<file path="src/rtl/scc_run_controller.sv">
// scc_run_controller: sequences reset, run and stop of the SCC core, counting run cycles
// and folding the instruction/data buses into a 32-bit signature.
`default_nettype none

module scc_run_controller #(
    parameter int RST_CYCLES = 3,
    parameter int MAX_CYCLES = 15,
    parameter int CNT_W      = 16
) (
    input  logic             clk,
    input  logic             rst,
    input  logic             start_i,
    input  logic             abort_i,
    input  logic             core_halt_f_i,
    input  logic [1:0]       core_err_bits_i,
    input  logic [31:0]      core_instr_v_i,
    input  logic [31:0]      core_dmem_v_i,
    output logic             core_rst_o,
    output logic             core_clk_en_o,
    output logic             busy_o,
    output logic             done_o,
    output logic [1:0]       status_o,
    output logic [CNT_W-1:0] cycle_count_o,
    output logic [31:0]      signature_o
);

    localparam int RW = (RST_CYCLES > 1) ? $clog2(RST_CYCLES + 1) : 1;

    localparam logic [RW-1:0]    C_RST_LAST = RW'(RST_CYCLES - 1);
    localparam logic [CNT_W:0]   C_MAX      = (CNT_W + 1)'(MAX_CYCLES);
    localparam logic [1:0]       ST_NONE    = 2'b00;
    localparam logic [1:0]       ST_HALT    = 2'b01;
    localparam logic [1:0]       ST_ERR     = 2'b10;
    localparam logic [1:0]       ST_TMO     = 2'b11;

    typedef enum logic [1:0] {
        S_IDLE  = 2'd0,
        S_RESET = 2'd1,
        S_RUN   = 2'd2,
        S_DONE  = 2'd3
    } state_t;

    state_t           state_q, state_d;
    logic [RW-1:0]    rst_cnt_q, rst_cnt_d;
    logic [CNT_W-1:0] cnt_q, cnt_d;
    logic [31:0]      sig_q, sig_d;
    logic [1:0]       status_q, status_d;
    logic             core_rst_q, core_clk_en_q, busy_q, done_q;

    logic [CNT_W:0]   w_cnt_inc;
    assign w_cnt_inc = {1'b0, cnt_q} + (CNT_W + 1)'(1);

    always_comb begin
        state_d   = state_q;
        rst_cnt_d = rst_cnt_q;
        cnt_d     = cnt_q;
        sig_d     = sig_q;
        status_d  = status_q;
        if (abort_i) begin
            state_d = S_IDLE;
        end else begin
            case (state_q)
                S_IDLE, S_DONE: begin
                    if (start_i) begin
                        state_d   = S_RESET;
                        rst_cnt_d = '0;
                        cnt_d     = '0;
                        sig_d     = '0;
                        status_d  = ST_NONE;
                    end
                end
                S_RESET: begin
                    if (rst_cnt_q == C_RST_LAST) begin
                        state_d = S_RUN;
                    end else begin
                        rst_cnt_d = rst_cnt_q + RW'(1);
                    end
                end
                S_RUN: begin
                    // Unlimited runs saturate; bounded runs exit before wrapping.
                    if (MAX_CYCLES == 0 && (&cnt_q)) begin
                        cnt_d = cnt_q;
                    end else begin
                        cnt_d = w_cnt_inc[CNT_W-1:0];
                    end
                    sig_d = {sig_q[30:0], sig_q[31]} ^ core_instr_v_i ^ core_dmem_v_i;
                    if (core_err_bits_i != 2'b00) begin
                        state_d  = S_DONE;
                        status_d = ST_ERR;
                    end else if (core_halt_f_i) begin
                        state_d  = S_DONE;
                        status_d = ST_HALT;
                    end else if (MAX_CYCLES != 0 && w_cnt_inc == C_MAX) begin
                        state_d  = S_DONE;
                        status_d = ST_TMO;
                    end
                end
                default: state_d = S_IDLE;
            endcase
        end
    end

    // Outputs are decoded from the next state so they are registered yet still Moore.
    always_ff @(posedge clk or posedge rst) begin
        if (rst) begin
            state_q       <= S_IDLE;
            rst_cnt_q     <= '0;
            cnt_q         <= '0;
            sig_q         <= '0;
            status_q      <= ST_NONE;
            core_rst_q    <= 1'b1;
            core_clk_en_q <= 1'b0;
            busy_q        <= 1'b0;
            done_q        <= 1'b0;
        end else begin
            state_q       <= state_d;
            rst_cnt_q     <= rst_cnt_d;
            cnt_q         <= cnt_d;
            sig_q         <= sig_d;
            status_q      <= status_d;
            core_rst_q    <= (state_d == S_IDLE) || (state_d == S_RESET);
            core_clk_en_q <= (state_d == S_RESET) || (state_d == S_RUN);
            busy_q        <= (state_d == S_RESET) || (state_d == S_RUN);
            done_q        <= (state_d == S_DONE);
        end
    end

    assign core_rst_o    = core_rst_q;
    assign core_clk_en_o = core_clk_en_q;
    assign busy_o        = busy_q;
    assign done_o        = done_q;
    assign status_o      = status_q;
    assign cycle_count_o = cnt_q;
    assign signature_o   = sig_q;

endmodule

`default_nettype wire

</file>
<file path="config.mk">
export PLATFORM = sky130hd
export DESIGN_NAME = scc_run_controller
export DESIGN_NICKNAME = d
export VERILOG_FILES = /design/src/rtl/scc_run_controller.sv
export SDC_FILE = /design/constraint.sdc
export NUM_CORES = 1
export LEC_CHECK = 0
export ABC_AREA = 0
export CAP_MARGIN = 15
export CORE_MARGIN = 4
export CORE_UTILIZATION = 35
export DETAILED_ROUTE_END_ITERATION = 6
export PLACE_DENSITY = 0.68
export SYNTH_ARGS = -nofsm -noshare
export SYNTH_HDL_FRONTEND = slang
export SYNTH_SLANG_ARGS = --single-unit
</file>
<file path="constraint.sdc">
create_clock -name clk -period 4.7 [get_ports clk]
set_input_delay 0.94 -clock clk [delete_from_list [all_inputs] [get_ports clk]]
set_output_delay 0.94 -clock clk [all_outputs]
set_load 0.05 [all_outputs]
</file>
==> results.md <==
* Synth unique cells at 41
* Share of cells above drive strength 1 at 7.52%
* P&R area growth vs syn at 44.9%
* H-tree levels at 3
* Chip Height at 106 um
* IO Count at 125
* R2r endpoint: core_rst_o
* Highest clock rate at 0.334 GHz
* Yosys warnings at 0
* Ranking of synthesized cells by area: dfrtp_1 41%, xnor2_1 9.6%, xor2_1 8.3%
* Clock slew at reported path FFs at 70 ps
* Vias in the first global route at 2921
* Filler instances at 888
* Initial Utilization at 36.4%
* Critical path's slowest cell: nor4_1
* Final setup vio count at 0
* Clk Latency, worst-skew pair at 340 ps
* Mapped Avg Cell Area at 9.45 sq um
* Ys async rst share at 100%
* Synthesized area at 3390 sq um
* Most used DFF post-synth: dfrtp_1
* Cell family with most CP delay: simple AND/OR/NAND/NOR gates
* Worst r2r src: cycle_count_o[0]
* Cells after Synth at 359
* CTS tree: yes
* Post-CTS Hold Fix Bufs at 0
* Max_cap viols at 0
* Dpl hpwl at 6450 um
* Final max-slew violation count at 0
* Total negative slack at 0 ps
* Die area at 11300 sq um
* Worst Hold Margin at 535 ps
* Global-route wire length before repair at 14000 um
* Crit-path max FO at 8
* DRC at 0
* CP Data Arrival Time at 3260 ps
* Post-Syn Nets at 439
* Post-synth EDFFs at 0
* Cell with the most instances after synthesis: dfrtp_1
* Post-synthesis sequential area ratio at 42.1%
* Total track usage at 15.3%
* Clk_skew at 10.6 ps
* Post-layout minimum cycle time at 3000 ps
* Final Cycle Share at 63.7%
* Overall power at 1.26 mW
* Initial antenna violation count at 0
* Final WS setup at 1700 ps
* Horiz. Die Dim at 106 um
* Hold Fails Final Rpt at 0
* CTS Buf Count at 9
* Commonest cells post-synth: 56 x dfrtp_1, 51 x nand2_1, 38 x o21ai_0
* Flop-to-flop setup slack at 1700 ps
* Pwr/cell area at 255 nW/um^2
* Post-route ant nets at 0
* HP Start: signature_o[12]
* Grt ovf at 0
* Hold Path Depth at 2
* Critical-path cell list: ha_1 -> nand2_1 -> nor3_1 -> a22o_1 -> nand4_1 -> nor4_1 -> o31ai_1 -> ha_1 -> or2_2
* Reg2reg path depth at 9
* DR pass1 iterations at 4
* Setup Crit Path Kind: flip-flop to flip-flop
* Postcts setup bufs at 0
* Clk root buf: clkbuf_8
* I/O Buffers at 124
* Initial DRC count at 126
* Top-area cell type share of the netlist area at 41.3%
* Post-cts resize count at 0
* DP Worst Slack at 1520 ps
* Slowest Stage Delay on Critical Path at 490 ps
* Outcome: complete, no violations
* Largest net degree at the start of global routing at 62
* Clock sinks at 57
* Nets@finish at 554
* Critical Path Source Type: flip-flop
* HP Class: flip-flop to flip-flop
* Slew @ Worst Pin at 1110 ps
* Final wirelength at 8670 um
* Clk buf depth at 2
* DR WL/cell at 14.3 um
* Pleak at 2.07 nW
* VDD IR max at 128 uV
* Detailed-route via count at 2961
* Min-Delay Endpoint: signature_o[12]
* RSZ-0062 raised after global routing: false
* Worst slew margin at 26.3%
* Setup crit end kind: flip-flop
* Register area at 1430 sq um
* Via-to-Cell Ratio at 4.87
* #FFs+latches synth at 57
* Most Frequent Cell on Critical Path: ha_1
* ANT cells at 0
* Cell taking the most area after synthesis: dfrtp_1
* Crit path required time at 4960 ps
* CP Buf/Inv Count at 0
* Core area at 9330 sq um
* Area of the multi-input gates at 1830 sq um
* RePlAce Congestion at 0.867
* Row count at 35
==> tightest hold or removal path: cells and delay by family, from the launching register on <==
kind	cells	cell delay (ps)
AND/OR/NAND/NOR	1	50
flip-flops	1	380
AO/OA/AOI/OAI	1	70
==> stage by stage <==
step / area (sq um) / instances / util [%]
2_1_floorplan: 3390 / 359 / -
3_3_place_gp: 4700 / 592 / 50.4
3_5_place_dp: 4700 / 592 / 50.4
4_1_cts: 4910 / 608 / 52.7
5_1_grt: 4910 / 608 / 52.7
6_report: 4910 / 608 / 52.7
==> metal layers <==
layer	up-vias	track usage, %	part of all wire, %
li1	1457	-	-
met1	1402	18.8	42
met2	93	26.0	51
met3	9	4.98	6.8
met4	0	4.11	0.88
met5	-	0	0
==> placed cells by master (no fill, tap or decap), types with 3 or more instances in the layout <==
cell / netlist / final
clkdlybuf4s50_1: 0 / 124
ha_1: 9 / 9
a22o_1: 14 / 14
a21o_1: 9 / 9
inv_1: 10 / 9
and3_1: 4 / 4
a211oi_1: 4 / 4
o31ai_1: 3 / 3
xor2_1: 32 / 32
nand4_1: 3 / 3
nand2_1: 51 / 51
nor3_1: 11 / 11
o21ai_0: 38 / 38
a21oi_1: 6 / 6
or2_2: 4 / 4
xnor2_1: 37 / 37
dfrtp_1: 56 / 56
nor4_1: 3 / 3
clkbuf_8: 0 / 9
nor2_1: 11 / 11
nand3_1: 9 / 9
==> sequential cells by signal, indices dropped and copies added, names as in the netlist <==
signal / count
status_o: 2
core_rst_o: 1
state_q: 2
busy_o: 1
rst_cnt_q: 2
cycle_count_o: 16
signature_o: 32
done_o: 1
==> cells by family after synthesis <==
logic type               after synthesis  synth area share (%)
AO/OA/AOI/OAI                         83                  15.9
buffers and inverters                 31                  4.06
flip-flops                            57                  42.1
XOR/XNOR                              69                  17.8
AND/OR/NAND/NOR                      107                  15.9
multiplexers                           3                 0.959
adder cells (fa/ha/maj)                9                  3.32
==> worst max-delay path by stage <==
stage          slack [ps]                 to  cells past startpoint              from
5_1_grt              1430         core_rst_o                      9  cycle_count_o[0]
3_3_place_gp         1570  cycle_count_o[11]                      7           start_i
2_1_floorplan        1920         core_rst_o                      9  cycle_count_o[0]
4_1_cts              1720         core_rst_o                      9  cycle_count_o[0]
3_5_place_dp         1520  cycle_count_o[11]                      6           abort_i
6_report             1700         core_rst_o                      9  cycle_count_o[0]
==> area by class of cell <==
cell class | instances | area share, %
well taps | 129 | 3.28
clock buffers | 11 | 2.67
inverters | 10 | 0.764
multi-input cells | 271 | 37.2
flip-flops and latches | 57 | 29.0
repair buffers | 125 | 25.4
clock inverters | 5 | 1.65
==> report_power, final <==
part           leakage, nW  switching [mW]  internal [mW]  total [mW]
clock                0.104           0.201          0.299       0.500
combinational         1.18           0.122          0.117       0.239
sequential           0.790          0.0118          0.505       0.516
No activity file was read; power rests on OpenSTA's default activity.
